## config.mk

```make
export PLATFORM = sky130hd
export DESIGN_NAME = i2s_dma_ctrl
export DESIGN_NICKNAME = d
export VERILOG_FILES = /design/src/rtl/i2s_pkg.sv /design/src/rtl/i2s_dma_addr_gen.sv /design/src/rtl/i2s_dma_ctrl.sv
export SDC_FILE = /design/constraint.sdc
export NUM_CORES = 1
export LEC_CHECK = 0
export BUFFER_PORTS_ARGS = -buffer_cell sky130_fd_sc_hd__buf_2
export CAP_MARGIN = 25
export CORE_ASPECT_RATIO = 0.75
export CORE_MARGIN = 2
export CORE_UTILIZATION = 45
export CTS_BUF_LIST = sky130_fd_sc_hd__clkbuf_8
export CTS_CLUSTER_DIAMETER = 200
export DETAILED_ROUTE_END_ITERATION = 8
export GPL_TIMING_DRIVEN = 0
export PLACE_DENSITY = 0.69
export SYNTH_ARGS = -nofsm -noshare
export SYNTH_HDL_FRONTEND = slang
export SYNTH_SLANG_ARGS = --single-unit
```

## constraint.sdc

```tcl
create_clock -name clk -period 11.4 [get_ports clk]
set_input_delay 1.14 -clock clk [delete_from_list [all_inputs] [get_ports clk]]
set_output_delay 1.14 -clock clk [all_outputs]
set_load 0.1 [all_outputs]
```

## src/rtl/i2s_pkg.sv

```systemverilog
// Shared definitions for the I2S receive DMA controller.
//   state_e     : controller FSM state encoding
//   WORD_BYTES  : bytes per buffer word
//   word_addr() : byte address of a buffer word, wrapping modulo 2^32
package i2s_pkg;

  typedef enum logic [2:0] {
    ST_IDLE  = 3'd0,
    ST_FLUSH = 3'd1,
    ST_WAIT  = 3'd2,
    ST_READ  = 3'd3,
    ST_WRITE = 3'd4
  } state_e;

  localparam logic [31:0] WORD_BYTES = 32'd4;

  function automatic logic [31:0] word_addr(input logic [31:0] base, input logic [31:0] idx);
    return base + idx * WORD_BYTES;
  endfunction

endpackage

```

## src/rtl/i2s_dma_addr_gen.sv

```systemverilog
// Buffer write-index and address generator.
//   clr      : restart the capture at word 0
//   adv      : a word was accepted by the bus; step to the next index
//   base     : captured buffer base byte address
//   words    : captured buffer length in words
//   wr_idx   : next buffer word index (held between captures)
//   m_addr   : byte address of wr_idx
//   last_hit : wr_idx is the final word of the buffer
//   half_irq : one-cycle pulse after the ack of the middle word
//   done_irq : one-cycle pulse after the ack of the final word
module i2s_dma_addr_gen
  import i2s_pkg::*;
#(
  parameter int BW = 16
) (
  input  logic          clk,
  input  logic          rst_n,
  input  logic          clr,
  input  logic          adv,
  input  logic [31:0]   base,
  input  logic [BW-1:0] words,
  output logic [BW-1:0] wr_idx,
  output logic [31:0]   m_addr,
  output logic          last_hit,
  output logic          half_irq,
  output logic          done_irq
);

  logic [BW-1:0] idx_q, idx_d;
  logic [31:0]   addr_q, addr_d;
  logic          half_q, half_d, done_q, done_d;
  logic          half_hit_s;

  // A one-word buffer has no meaningful midpoint, so the half pulse is suppressed there.
  assign half_hit_s = (words > BW'(1'b1)) && (idx_q == ((words >> 1) - BW'(1'b1)));
  assign last_hit   = (idx_q == (words - BW'(1'b1)));

  // Next index, address and interrupt pulses.
  always_comb begin
    idx_d  = idx_q;
    addr_d = addr_q;
    half_d = 1'b0;
    done_d = 1'b0;
    if (clr) begin
      idx_d  = {BW{1'b0}};
      addr_d = word_addr(base, 32'd0);
    end else if (adv) begin
      half_d = half_hit_s;
      done_d = last_hit;
      if (last_hit) begin
        idx_d = {BW{1'b0}};
      end else begin
        idx_d = idx_q + BW'(1'b1);
      end
      addr_d = word_addr(base, 32'(idx_d));
    end else begin
      idx_d  = idx_q;
      addr_d = addr_q;
    end
  end

  // Index, address and pulse registers.
  always_ff @(posedge clk) begin
    if (!rst_n) begin
      idx_q  <= {BW{1'b0}};
      addr_q <= 32'd0;
      half_q <= 1'b0;
      done_q <= 1'b0;
    end else begin
      idx_q  <= idx_d;
      addr_q <= addr_d;
      half_q <= half_d;
      done_q <= done_d;
    end
  end

  assign wr_idx   = idx_q;
  assign m_addr   = addr_q;
  assign half_irq = half_q;
  assign done_irq = done_q;

endmodule

```

## src/rtl/i2s_dma_ctrl.sv

```systemverilog
// I2S receive DMA controller: moves words from the receive FIFO into a
// memory buffer in bursts, one bus write per word.
//   control : start/stop pulses, circular mode, buffer base/length, burst size
//   fifo    : level/empty/full/head word in; pop, flush, receiver enable out
//   bus     : m_req/m_addr/m_wdata out, m_ack in
//   status  : busy, wr_idx, half/done pulses, sticky overrun
module i2s_dma_ctrl
  import i2s_pkg::*;
#(
  parameter int AW = 4,
  parameter int BW = 16
) (
  input  logic          clk,
  input  logic          rst_n,
  input  logic          start,
  input  logic          stop,
  input  logic          circular,
  input  logic [31:0]   buf_base,
  input  logic [BW-1:0] buf_words,
  input  logic [AW-1:0] burst_len,
  input  logic [AW-1:0] fifo_level,
  input  logic          fifo_empty,
  input  logic          fifo_full,
  input  logic [31:0]   fifo_rdata,
  output logic          fifo_rd,
  output logic          fifo_flush,
  output logic          i2s_en,
  output logic          m_req,
  output logic [31:0]   m_addr,
  output logic [31:0]   m_wdata,
  input  logic          m_ack,
  output logic          busy,
  output logic [BW-1:0] wr_idx,
  output logic          half_irq,
  output logic          done_irq,
  output logic          overrun
);

  state_e        state_q, state_d;
  logic [31:0]   base_q, base_d, wdata_q, wdata_d;
  logic [BW-1:0] words_q, words_d;
  logic [AW-1:0] burst_q, burst_d, cnt_q, cnt_d, bsz_s;
  logic          circ_q, circ_d, stop_pend_q, stop_pend_d;
  logic          ovr_q, ovr_d, flush_q, flush_d, en_q, en_d, req_q, req_d, busy_q, busy_d;
  logic          rd_s, clr_s, adv_s, last_s;

  // A programmed burst length of zero moves a single word.
  assign bsz_s = (burst_q == {AW{1'b0}}) ? AW'(1'b1) : burst_q;

  // Next-state, configuration capture, burst counting and output decode.
  always_comb begin
    state_d     = state_q;
    base_d      = base_q;
    words_d     = words_q;
    burst_d     = burst_q;
    circ_d      = circ_q;
    cnt_d       = cnt_q;
    stop_pend_d = stop_pend_q;
    wdata_d     = wdata_q;
    rd_s        = 1'b0;
    clr_s       = 1'b0;
    adv_s       = 1'b0;
    case (state_q)
      ST_IDLE: begin
        stop_pend_d = 1'b0;
        if (stop) begin
          state_d = ST_IDLE;
        end else if (start && (buf_words != {BW{1'b0}})) begin
          state_d = ST_FLUSH;
          base_d  = buf_base;
          words_d = buf_words;
          burst_d = burst_len;
          circ_d  = circular;
        end else begin
          state_d = ST_IDLE;
        end
      end
      ST_FLUSH: begin
        clr_s   = 1'b1;
        state_d = ST_WAIT;
      end
      ST_WAIT: begin
        if (stop) begin
          state_d = ST_IDLE;
        end else if ((fifo_level >= bsz_s) || fifo_full) begin
          state_d = ST_READ;
          cnt_d   = bsz_s;
        end else begin
          state_d = ST_WAIT;
        end
      end
      ST_READ: begin
        if (stop) begin
          state_d = ST_IDLE;
        end else if (fifo_empty) begin
          state_d = ST_WAIT;
        end else begin
          rd_s    = 1'b1;
          wdata_d = fifo_rdata;
          state_d = ST_WRITE;
        end
      end
      ST_WRITE: begin
        // A stop here cannot abort the bus cycle; it is held until the ack.
        stop_pend_d = stop_pend_q | stop;
        if (m_ack) begin
          adv_s = 1'b1;
          cnt_d = cnt_q - AW'(1'b1);
          if (stop_pend_q || stop) begin
            state_d = ST_IDLE;
          end else if (last_s) begin
            state_d = circ_q ? ST_WAIT : ST_IDLE;
          end else if (cnt_q == AW'(1'b1)) begin
            state_d = ST_WAIT;
          end else begin
            state_d = ST_READ;
          end
        end else begin
          state_d = ST_WRITE;
        end
      end
      default: begin
        state_d = ST_IDLE;
      end
    endcase

    if (state_q == ST_FLUSH) begin
      ovr_d = 1'b0;
    end else if (fifo_full && en_q) begin
      ovr_d = 1'b1;
    end else begin
      ovr_d = ovr_q;
    end

    flush_d = (state_d == ST_FLUSH);
    en_d    = (state_d == ST_WAIT) || (state_d == ST_READ) || (state_d == ST_WRITE);
    req_d   = (state_d == ST_WRITE);
    busy_d  = (state_d != ST_IDLE);
  end

  // FSM state, captured configuration and registered outputs.
  always_ff @(posedge clk) begin
    if (!rst_n) begin
      state_q     <= ST_IDLE;
      base_q      <= 32'd0;
      words_q     <= {BW{1'b0}};
      burst_q     <= {AW{1'b0}};
      circ_q      <= 1'b0;
      cnt_q       <= {AW{1'b0}};
      stop_pend_q <= 1'b0;
      wdata_q     <= 32'd0;
      ovr_q       <= 1'b0;
      flush_q     <= 1'b0;
      en_q        <= 1'b0;
      req_q       <= 1'b0;
      busy_q      <= 1'b0;
    end else begin
      state_q     <= state_d;
      base_q      <= base_d;
      words_q     <= words_d;
      burst_q     <= burst_d;
      circ_q      <= circ_d;
      cnt_q       <= cnt_d;
      stop_pend_q <= stop_pend_d;
      wdata_q     <= wdata_d;
      ovr_q       <= ovr_d;
      flush_q     <= flush_d;
      en_q        <= en_d;
      req_q       <= req_d;
      busy_q      <= busy_d;
    end
  end

  i2s_dma_addr_gen #(.BW(BW)) u_addr_gen (
    .clk      (clk),
    .rst_n    (rst_n),
    .clr      (clr_s),
    .adv      (adv_s),
    .base     (base_q),
    .words    (words_q),
    .wr_idx   (wr_idx),
    .m_addr   (m_addr),
    .last_hit (last_s),
    .half_irq (half_irq),
    .done_irq (done_irq)
  );

  // The pop must follow the FIFO's empty flag in the same cycle, so it is decoded directly.
  assign fifo_rd    = rd_s;
  assign fifo_flush = flush_q;
  assign i2s_en     = en_q;
  assign m_req      = req_q;
  assign m_wdata    = wdata_q;
  assign busy       = busy_q;
  assign overrun    = ovr_q;

endmodule

```

# ---- After elaboration in Yosys (flattened, before gate mapping)
# Cells that the tools add are included.
dict set report word_totals {
  regBits 148
  inputBits 96
  output_inout_bits 88
  elab_cells 92
}
dict set report classes {
  add_sub_neg 5
  magnitude_cmp 2
  eq_ne 14
  mux 29
  n_bitwise 5
  reduce_logical 20
}
# cell n
set ops {}
lappend ops {{32-bit 2-to-1 mux} 2}
lappend ops {{16-bit 2-to-1 mux} 3}
lappend ops {{32-bit by 18-bit adder with 32-bit output} 1}
lappend ops {{16-bit equality test} 2}
lappend ops {{16-bit by 1-bit adder with 16-bit output, second input constant} 1}
lappend ops {{16-bit by 1-bit > comparator with 1-bit output, second input constant} 1}
lappend ops {{4-bit 2-to-1 mux} 4}
lappend ops {{16-bit nonzero test} 1}
lappend ops {{15-bit by 1-bit subtractor with 16-bit output, second input constant} 1}
lappend ops {{16-bit by 1-bit subtractor with 16-bit output, second input constant} 1}
lappend ops {{3-bit case mux with 5 select lines} 1}
lappend ops {{3-bit by 2-bit equality test with 1-bit output, second input constant} 4}
lappend ops {{1-bit 2-to-1 mux} 10}
lappend ops {{3-bit 2-to-1 mux} 3}
lappend ops {{2-bit 2-to-1 mux} 4}
lappend ops {{4-bit case mux with 2 select lines} 1}
lappend ops {{3-bit by 1-bit equality test with 1-bit output, second input constant} 2}
lappend ops {{3-bit equality test, second input constant} 2}
lappend ops {{2-bit inequality test, second input constant} 3}
lappend ops {{3-bit AND reduction} 2}
lappend ops {{2-bit nonzero test} 3}
lappend ops {{4-bit by 1-bit equality test with 1-bit output, second input constant} 1}
lappend ops {{4-bit >= comparator} 1}
lappend ops {{4-bit zero test} 1}
lappend ops {{11 further kinds} 20}

# ---- Logic depth before layout (Yosys ltp)
# Gate-level depths: netlist of run 1.
dict set report depth {
  depth_word 10
  mapped_depth 22
  mapped_depth_nobuf 17
}

# ---- By module
# From an unflattened synthesis of run 1, not the netlist that was laid out.
dict set report unflattened {
  hier_cells 1089
  hier_area_um2 8575.7
}
# module n_inst cells_per_inst area_per_inst_um2
set modules_own_cells {}
lappend modules_own_cells {i2s_dma_addr_gen 1 604 4623.2}
lappend modules_own_cells {i2s_dma_ctrl 1 485 3952.5}

# ---- Worst setup path before layout of run 1
# No wires, ideal clock.
dict set report synth_timing {
  path_type {register to register}
  start {register u_addr_gen.idx_q[6] (netlist: u_addr_gen.wr_idx[6])}
  end {register u_addr_gen.addr_q[16] (netlist: u_addr_gen.m_addr[16])}
  arrival_ns 4.888
  t_required_ns 11.330
  slack_ns 6.442
  path_stages_with_launch 20
  path_buffers 4
  synth_period_minus_slack_ns 4.958
  path_cell_list {dfxtp_1 clkbuf_1 nand3b_1 a2111oi_0 nor3_1 a211oi_2 and3_1 buf_6 buf_6 buf_6 nor2_1 ha_1 fa_1 a211oi_1 o211ai_1 a41oi_1 o21ai_0 a2111oi_0 o21ai_0 a21oi_1}
}
dict set report synth_between {
  elab_chain_cells 7
}
# element line_no
set synth_lines {}
lappend synth_lines {{start: declaration} i2s_dma_addr_gen.sv:29} ;# logic [BW-1:0] idx_q, idx_d;
lappend synth_lines {{start signal: assignment} i2s_dma_addr_gen.sv:65} ;# idx_q <= {BW{1'b0}};
lappend synth_lines {{start signal: assignment} i2s_dma_addr_gen.sv:70} ;# idx_q <= idx_d;
lappend synth_lines {{16-bit by 1-bit adder with 16-bit output or 16-bit equality test (tied branches)} {i2s_dma_addr_gen.sv:53, i2s_dma_addr_gen.sv:36}}
lappend synth_lines {{16-bit 2-to-1 mux (*)} i2s_dma_addr_gen.sv:50} ;# if (last_hit) begin
lappend synth_lines {{16-bit 2-to-1 mux (*)} i2s_dma_addr_gen.sv:47} ;# end else if (adv) begin
lappend synth_lines {{16-bit 2-to-1 mux (*)} i2s_dma_addr_gen.sv:44} ;# if (clr) begin
lappend synth_lines {{32-bit by 18-bit adder with 32-bit output (*)} i2s_pkg.sv:18} ;# return base + idx * WORD_BYTES;
lappend synth_lines {{32-bit 2-to-1 mux (*)} i2s_dma_addr_gen.sv:47}
lappend synth_lines {{32-bit 2-to-1 mux (*)} i2s_dma_addr_gen.sv:44}
lappend synth_lines {{end signal: assignment} i2s_dma_addr_gen.sv:71} ;# addr_q <= addr_d;
lappend synth_lines {{end: declaration} i2s_dma_addr_gen.sv:30} ;# logic [31:0] addr_q, addr_d;
# Mark *: on every way between the ends. The rest lies on a longest branch, timed or not. The select of a mux whose other input is x is not followed.
# A chain may end at the register's enable or synchronous reset.

# ---- Worst setup path in the final report of run 1
dict set report layout_timing {
  start {register words_q[1]}
  end {register u_addr_gen.addr_q[28] (netlist: u_addr_gen.m_addr[28])}
}
dict set report layout_between {
  elab_chain_cells 8
}
# element line_no
set layout_lines {}
lappend layout_lines {{start: declaration} i2s_dma_ctrl.sv:41} ;# logic [BW-1:0] words_q, words_d;
lappend layout_lines {{start signal: assignment} i2s_dma_ctrl.sv:146} ;# words_q <= {BW{1'b0}};
lappend layout_lines {{start signal: assignment} i2s_dma_ctrl.sv:160} ;# words_q <= words_d;
lappend layout_lines {{16-bit by 1-bit subtractor with 16-bit output} i2s_dma_addr_gen.sv:36} ;# assign last_hit = (idx_q == (words - BW'(1'b1)));
lappend layout_lines {{16-bit equality test} i2s_dma_addr_gen.sv:36}
lappend layout_lines {{16-bit 2-to-1 mux} i2s_dma_addr_gen.sv:50}
lappend layout_lines {{16-bit 2-to-1 mux} i2s_dma_addr_gen.sv:47}
lappend layout_lines {{16-bit 2-to-1 mux} i2s_dma_addr_gen.sv:44}
lappend layout_lines {{32-bit by 18-bit adder with 32-bit output} i2s_pkg.sv:18}
lappend layout_lines {{32-bit 2-to-1 mux} i2s_dma_addr_gen.sv:47}
lappend layout_lines {{32-bit 2-to-1 mux} i2s_dma_addr_gen.sv:44}
# No other way between the ends. The select of a mux whose other input is x is not followed.

==> results of run 1 <==
## metrics by stage
step                total power [mW]  instance area (sq um)
floorplan                      0.679                   7930
global placement               0.730                   9140
detailed placement             0.733                   9140
CTS                             1.18                   9570
global route                    1.22                   9580
finish                          1.17                   9580
## where the power goes
part / total (mW) / leakage, nW / internal [mW] / switching (mW)
registers: 0.543 / 1.20 / 0.531 / 0.0122
clock network: 0.450 / 0.216 / 0.224 / 0.226
logic: 0.181 / 2.62 / 0.0597 / 0.122
total: 1.17 / 4.03 / 0.815 / 0.360
## flip-flops by register name, indices dropped and copies added (netlist names)
register             cells
u_addr_gen.half_irq      1
u_addr_gen.wr_idx       16
overrun                  1
cnt_q                    4
i2s_en                   1
stop_pend_q              1
m_wdata                 32
words_q                 16
u_addr_gen.m_addr       32
burst_q                  4
fifo_flush               1
m_req                    1
state_q                  3
base_q                  32
u_addr_gen.done_irq      1
busy                     1
circ_q                   1
## worst reg2reg max path, delay by kind of cell (launching register included)
kind | cells | cell delay, ns
AOI/OAI and AO/OA | 6 | 2.55
and+or+nand+nor | 6 | 1.24
buffers and inverters | 5 | 0.78
adders and majority gates | 2 | 0.60
DFF | 1 | 0.38
xor gates and xnor gates | 1 | 0.19
## area by class of cell
cell class / count / share of cell area
multi-input combinational: 792 / 0.477
tap: 236 / 0.0308
clock buffer: 17 / 0.0244
antenna: 1 / 0.000261
inverter: 21 / 0.00823
buffer: 74 / 0.0331
timing repair buffer: 184 / 0.0962
clock inverter: 15 / 0.0206
sequential: 148 / 0.309
## layer usage
metal	wire [um]	global-route usage	vias to the layer above
met3	1830	0.0644	32
met1	11600	0.370	3638
met5	12	0	-
li1	-	-	3991
met2	9880	0.364	273
met4	384	0.0602	2
## Yosys cell counts (all sizes together) (14+ instances only)
| cell type | count | area [sq um] |
|---|---|---|
| xor2 | 40 | 350 |
| nand2 | 220 | 826 |
| nor4 | 14 | 87.6 |
| ha | 26 | 325 |
| a22oi | 16 | 120 |
| xnor2 | 46 | 403 |
| a21o | 14 | 105 |
| a21oi | 131 | 656 |
| nor2 | 81 | 307 |
| clkbuf | 62 | 233 |
| o21ai | 31 | 155 |
| dfxtp | 148 | 2960 |
| inv | 21 | 78.8 |
| nand3 | 26 | 130 |
| nor3 | 14 | 70.1 |
## worst max path at each step
stage / from / end / slack [ns] / cells after the start
2_1_floorplan: u_addr_gen.wr_idx[6] / u_addr_gen.m_addr[16] / 6.44 / 19
5_1_grt: words_q[0] / u_addr_gen.m_addr[16] / 5.15 / 20
3_3_place_gp: words_q[0] / u_addr_gen.m_addr[28] / 5.81 / 20
4_1_cts: words_q[0] / u_addr_gen.m_addr[28] / 5.71 / 20
6_report: words_q[1] / u_addr_gen.m_addr[28] / 5.56 / 20
3_5_place_dp: words_q[0] / u_addr_gen.m_addr[28] / 5.76 / 20
## cells by family after synthesis
logic type               Yosys count
buffers and inverters             95
adder cells (fa/ha/maj)           27
flip-flops                       148
AO/OA/AOI/OAI                    254
XOR/XNOR                          86
AND/OR/NAND/NOR                  424
multiplexers                       1
==> summary.log, run 1 <==
[detailed_routing] routed vias/inst 5.33
[sta] Fin Hold WS 0.455 ns
[setup_path] gate family responsible for the most delay along the worst path compound AO/OA/AOI/OAI gates
[sta] final number of max-transition violations 0
[sta] achievable clock frequency 171 MHz
[setup_path] CP max-delay cell sky130_fd_sc_hd__o31ai_1
[floorplanning] Die Y 119 um
[power] power density over the cells 123 mW/mm^2
[clock_network] Clock transition at path regs 0.09 ns
[logic_synthesis] share of the synthesized netlist area taken by xor and xnor gates 0.0950
[detailed_routing] total wirelength of the detailed-routed design 23.7 mm
[final_layout] fin nets 1,361
[setup_path] buffers plus inverters on the worst setup path 5
[grt] global-route usage over all layers 0.251
[hold_path] worst hold path class register to register
[logic_synthesis] synthesized instance count 1,035
[setup_path] Critical Path RT 11.75 ns
[clock_network] Hold Buf Count CTS 0
[detailed_routing] count of nets left with antenna violations after detail routing 0
[final_layout] core utilization of the finished layout 0.562
[logic_synthesis] complex-gate fraction of the synthesized area 0.197
[logic_synthesis] register bit total from synthesis 148
[floorplanning] Row Count 41
[sta] post-layout minimum cycle time 5.84 ns
[clock_network] clock latency of the later-clocked register in the worst-skew pair 0.46 ns
[run] max-cap viol count 0
[hold_path] worst hold start m_wdata[20]
[sta] total of endpoints with negative setup slack in the final report 0
[detailed_routing] first drt pass iteration count 6
[power] Peak VDD IR 0.0923 mV
[logic_synthesis] Distinct cells, synth 69
[setup_path] reg-to-reg setup timing slack 5.56 ns
[detailed_routing] total via count in the routed design 7,936
[setup_path] Critical Path Most Common Cell sky130_fd_sc_hd__buf_6
[placement] Post-Place Cells 1,455
[clock_network] clock sinks 148
[sta] setup repair after global routing missed its margin false
[placement] post-place setup slack 5.76 ns
[logic_synthesis] asr flop ratio synth 0
[sta] period utilisation layout 0.512
[hold_path] worst hold path depth 2
[logic_synthesis] fraction of the mapped netlist area in adder cells 0.0436
[detailed_routing] number of design rule violations left after detail routing 0
[floorplanning] width of the chip 157 um
[final_layout] number of standard cells in the final layout excluding fillers 1,488
[final_layout] fill cell total of the finished layout 1,690
[logic_synthesis] share of the yosys chip area belonging to registers 0.374
[floorplanning] placeable core region 0.0170 sq mm
[logic_synthesis] total nets after synthesis 1,158
[setup_path] critical path class register to register
[logic_synthesis] number of enable-type register cells in the synthesized netlist 0
[grt] number of antenna violations at the first check in global routing 2
[detailed_routing] Detailed Route Iter0 Violations 619
[floorplanning] Initial Util 0.465
[grt] sum of overflow across all layers after global routing 0
[logic_synthesis] synthesized-area fraction occupied by and/or/nand/nor cells 0.240
[detailed_routing] wire length per cell 15.9 um
[clock_network] buffer levels on the longest clock path 2
[floorplanning] I/O pins 184
[grt] maximum number of pins on one net before global-route repair 17
[sta] Setup TNS Final 0 ns
[grt] first-pass GRT wire length 37.2 mm
[clock_network] Resized cells post-CTS 0
[sta] setup skew after layout 0.0116 ns
[final_layout] footprint of the multi-input gates 0.00457 sq mm
[sta] actual slew at the worst max-slew pin 1.11 ns
[final_layout] share of post-route cells with drive strength above 1 0.185
[setup_path] endpoint type of the worst setup path register
[placement] Detail Placement HPWL 17.9 mm
[logic_synthesis] share of cell area taken by muxes after synthesis 0.00126
[power] standby leakage power 4.03 nW
[setup_path] worst-path cell chain inv_1 > ha_1 > or3b_1 > clkbuf_1 > nor2_2 > o2111ai_1 > a222oi_1 > and3_1 > buf_6 > buf_6 > buf_6 > nor2_1 > ha_1 > nand2_1 > o21ai_0 > a41oi_1 > o31ai_1 > nand4_1 > xnor2_1 > a32o_1
[sta] headroom to the max-slew limit 0.252
[logic_synthesis] Synthesis Warnings 0
[clock_network] H-tree levels 4
[placement] placer congestion estimate 0.917
[final_layout] commonest non-fill, non-tap cell in the layout sky130_fd_sc_hd__nand2_1
[final_layout] FF/Latch Area 0.00296 sq mm
[sta] number of failing hold endpoints at the final stage 0
[logic_synthesis] top_reg_cell synth sky130_fd_sc_hd__dfxtp_1
[setup_path] kind of start point of the critical path register
[clock_network] Inserted Clock Buffers 17
[setup_path] r2r endpoint u_addr_gen.m_addr[28]
[placement] Port-buffer cells 183
[clock_network] setup repair bufs after CTS 0
[floorplanning] Die ar. 0.0187 sq mm
[setup_path] Reg2Reg Depth 20
[setup_path] Worst Path Max Fanout 10
[clock_network] root buffer selected by CTS sky130_fd_sc_hd__clkbuf_8
[grt] via count of the first global-routing pass 7,173
[outcome] outcome finished, final reports clean
[logic_synthesis] main combinational cell family by area after synthesis simple AND/OR/NAND/NOR gates
[final_layout] area grow syn2layout 20.8%
[final_layout] most frequent cells in the layout sky130_fd_sc_hd__nand2_1 (220), sky130_fd_sc_hd__buf_2 (188), sky130_fd_sc_hd__dfxtp_1 (148), sky130_fd_sc_hd__a21oi_1 (131), sky130_fd_sc_hd__nor2_1 (80)
[setup_path] worst r2r src words_q[1]
[hold_path] hold-critical path endpoint m_wdata[20]
[sta] setup ws final 5.56 ns
[clock_network] CTS tree done
[logic_synthesis] area of the mapped netlist 0.00793 sq mm
[logic_synthesis] mean instance size in the synthesized netlist 7.66 sq um
[setup_path] data arrival time at the worst-slack endpoint 6.19 ns
[setup_path] Critical Path Max Stage Delay 0.98 ns
No activity file was read; power rests on OpenSTA's default activity.
==> run 2, diff against run 1 <==
==> constraint.sdc (replaced) <==
create_clock -name clk -period 6.15 [get_ports clk]
set_input_delay 0.615 -clock clk [delete_from_list [all_inputs] [get_ports clk]]
set_output_delay 0.615 -clock clk [all_outputs]
set_load 0.1 [all_outputs]
==> summary.log, run 2 (synthesis gave the netlist of run 1 again) <==
[outcome] outcome finished, final reports clean
[detailed_routing] total wirelength of the detailed-routed design 23.7 mm [about the same]
[clock_network] clock latency of the later-clocked register in the worst-skew pair 0.46 ns [about the same]
[sta] Setup TNS Final 0 ns [unchanged]
[final_layout] fill cell total of the finished layout 1,689 [-0.059%]
[detailed_routing] Detailed Route Iter0 Violations 634 [+2.4%]
[final_layout] area of all placed cells without fillers 0.00959 sq mm [about the same]
[sta] actual slew at the worst max-slew pin 1.13 ns [+0.0205 ns]
[final_layout] share of post-route cells with drive strength above 1 0.186 [+0.000799]
[setup_path] Critical path origin words_q[1]
[setup_path] worst r2r src words_q[1]
[grt] first-pass GRT wire length 37.2 mm [unchanged]
[sta] setup ws final 0.344 ns [-5.22 ns]
[clock_network] Clock transition at path regs 0.09 ns [about the same]
[placement] placer congestion estimate 0.917 [unchanged]
[floorplanning] Initial Util 0.465 [unchanged]
[clock_network] root buffer selected by CTS sky130_fd_sc_hd__clkbuf_8
[setup_path] endpoint type of the worst setup path register
[placement] Cell Area, Placed 0.00914 sq mm [unchanged]
[final_layout] most frequent cells in the layout sky130_fd_sc_hd__nand2_1 (220), sky130_fd_sc_hd__buf_2 (188), sky130_fd_sc_hd__dfxtp_1 (148), sky130_fd_sc_hd__a21oi_1 (131), sky130_fd_sc_hd__nor2_1 (80)
[placement] Post-Place Cells 1,455 [unchanged]
[clock_network] Inserted Clock Buffers 17 [unchanged]
[clock_network] clock sinks 148 [unchanged]
[detailed_routing] number of design rule violations left after detail routing 0 [unchanged]
[floorplanning] width of the chip 157 um [unchanged]
[sta] setup repair after global routing missed its margin false
[sta] post-layout minimum cycle time 5.81 ns [-0.0341 ns]
[clock_network] setup repair bufs after CTS 0 [unchanged]
[setup_path] Critical Path RT 6.50 ns [-5.25 ns]
[floorplanning] I/O pins 184 [unchanged]
[detailed_routing] routed wire length on met2 9.96 mm [+0.82%]
[power] overall power 2.18 mW [+86%]
[placement] Port-buffer cells 183 [unchanged]
[sta] total of endpoints with negative setup slack in the final report 0 [unchanged]
[detailed_routing] wire length per cell 15.9 um [about the same]
[final_layout] core utilization of the finished layout 0.563 [about the same]
[hold_path] worst hold path class input port to register
[power] Peak VDD IR 0.171 mV [+86%]
[final_layout] fin nets 1,361 [unchanged]
[run] max-cap viol count 0 [unchanged]
[floorplanning] Die Y 119 um [unchanged]
[sta] period utilisation layout 0.944 [+0.432]
[detailed_routing] total via count in the routed design 7,947 [+0.14%]
[detailed_routing] Met3 Wirelength 1.98 mm [+8.4%]
[clock_network] CTS tree done
[setup_path] Worst Path Max Fanout 10 [unchanged]
[final_layout] area grow syn2layout 20.9% [about the same]
[detailed_routing] wire length the detailed router placed on met1 11.3 mm [-2.1%]
[sta] number of failing hold endpoints at the final stage 0 [unchanged]
[detailed_routing] count of nets left with antenna violations after detail routing 0 [unchanged]
[placement] post-place setup slack 0.506 ns [-5.25 ns]
[grt] number of antenna violations at the first check in global routing 2 [unchanged]
[sta] final number of max-transition violations 0 [unchanged]
[sta] achievable clock frequency 172 MHz [+0.59%]
[detailed_routing] routed vias/inst 5.34 [+0.14%]
[hold_path] worst hold start buf_base[20]
[placement] Detail Placement HPWL 17.9 mm [unchanged]
[sta] Fin Hold WS 0.381 ns [-0.0738 ns]
[floorplanning] Die ar. 0.0187 sq mm [unchanged]
[grt] via count of the first global-routing pass 7,173 [unchanged]
[final_layout] commonest non-fill, non-tap cell in the layout sky130_fd_sc_hd__nand2_1
[clock_network] H-tree levels 4 [unchanged]
[final_layout] number of standard cells in the final layout excluding fillers 1,488 [unchanged]
[sta] setup skew after layout 0.0124 ns [+0.000815 ns]
[grt] sum of overflow across all layers after global routing 0 [unchanged]
[sta] headroom to the max-slew limit 0.238 [-0.0138]
[setup_path] data arrival time at the worst-slack endpoint 6.16 ns [-0.03 ns]
[detailed_routing] first drt pass iteration count 5 [-1]
[detailed_routing] DR top layer met5
[setup_path] critical path class register to register
[floorplanning] placeable core region 0.0170 sq mm [unchanged]
[clock_network] Hold Buf Count CTS 0 [unchanged]
[power] standby leakage power 4.03 nW [about the same]
[clock_network] buffer levels on the longest clock path 2 [unchanged]
[floorplanning] Row Count 41 [unchanged]
[grt] global-route usage over all layers 0.251 [unchanged]
[setup_path] kind of start point of the critical path register
[grt] maximum number of pins on one net before global-route repair 17 [unchanged]
[power] power density over the cells 227 mW/mm^2 [+85%]
-- run 2: layer usage --
| layer | global-route usage | vias up |
|---|---|---|
| li1 | - | 3991 |
| met1 | 0.370 | 3644 |
| met2 | 0.364 | 280 |
| met3 | 0.0644 | 30 |
| met4 | 0.0602 | 2 |
| met5 | 0 | - |
-- run 2: final timing paths --
| kind | slack (ns) | endpoint | cells past startpoint |
|---|---|---|---|
| worst max register to register | 0.34 | u_addr_gen.m_addr[28] | 20 |
| worst max-delay path | 0.34 | u_addr_gen.m_addr[28] | 20 |
| worst min-delay path | 0.38 | base_q[20] | 3 |
| worst min register to register | 0.46 | m_wdata[20] | 2 |
-- run 2: area by class of cell --
type	instances	area [sq um]	area share
multi-input cells	792	4580	0.477
flip-flops and latches	148	2960	0.309
repair buffers	184	921	0.0961
plain buffers	74	317	0.0330
well taps	236	295	0.0308
clock buffers	17	234	0.0244
clock inverters	15	198	0.0206
inverters	21	78.8	0.00822
diodes	1	2.50	0.000261
-- run 2: where the power goes --
| group | switching (mW) | internal [mW] |
|---|---|---|
| Clock | 0.422 | 0.415 |
| Combinational | 0.225 | 0.111 |
| Sequential | 0.0225 | 0.984 |
-- run 2: critical path, stage by stage, from the launching register on --
cell and delay (ns):
sky130_fd_sc_hd__dfxtp_1 0.39, sky130_fd_sc_hd__inv_1 0.14, sky130_fd_sc_hd__ha_1 0.25, sky130_fd_sc_hd__or3b_1 0.36, sky130_fd_sc_hd__clkbuf_1 0.24, sky130_fd_sc_hd__nor2_2 0.24
sky130_fd_sc_hd__o2111ai_1 0.19, sky130_fd_sc_hd__a222oi_1 0.53, sky130_fd_sc_hd__and3_1 0.26, sky130_fd_sc_hd__buf_6 0.13, sky130_fd_sc_hd__buf_6 0.14, sky130_fd_sc_hd__buf_6 0.14
sky130_fd_sc_hd__nor2_1 0.06, sky130_fd_sc_hd__ha_1 0.36, sky130_fd_sc_hd__nand2_1 0.07, sky130_fd_sc_hd__o21ai_0 0.34, sky130_fd_sc_hd__a41oi_2 0.23, sky130_fd_sc_hd__o31ai_1 0.98
sky130_fd_sc_hd__nand4_1 0.23, sky130_fd_sc_hd__xnor2_1 0.19, sky130_fd_sc_hd__a32o_1 0.25
-- run 2: what timing repair did --
action / in CTS / in global routing
endpoints found under the setup margin: 0 / 2
gates resized for setup: 0 / 2
hold endpoints to repair: 0 / 0
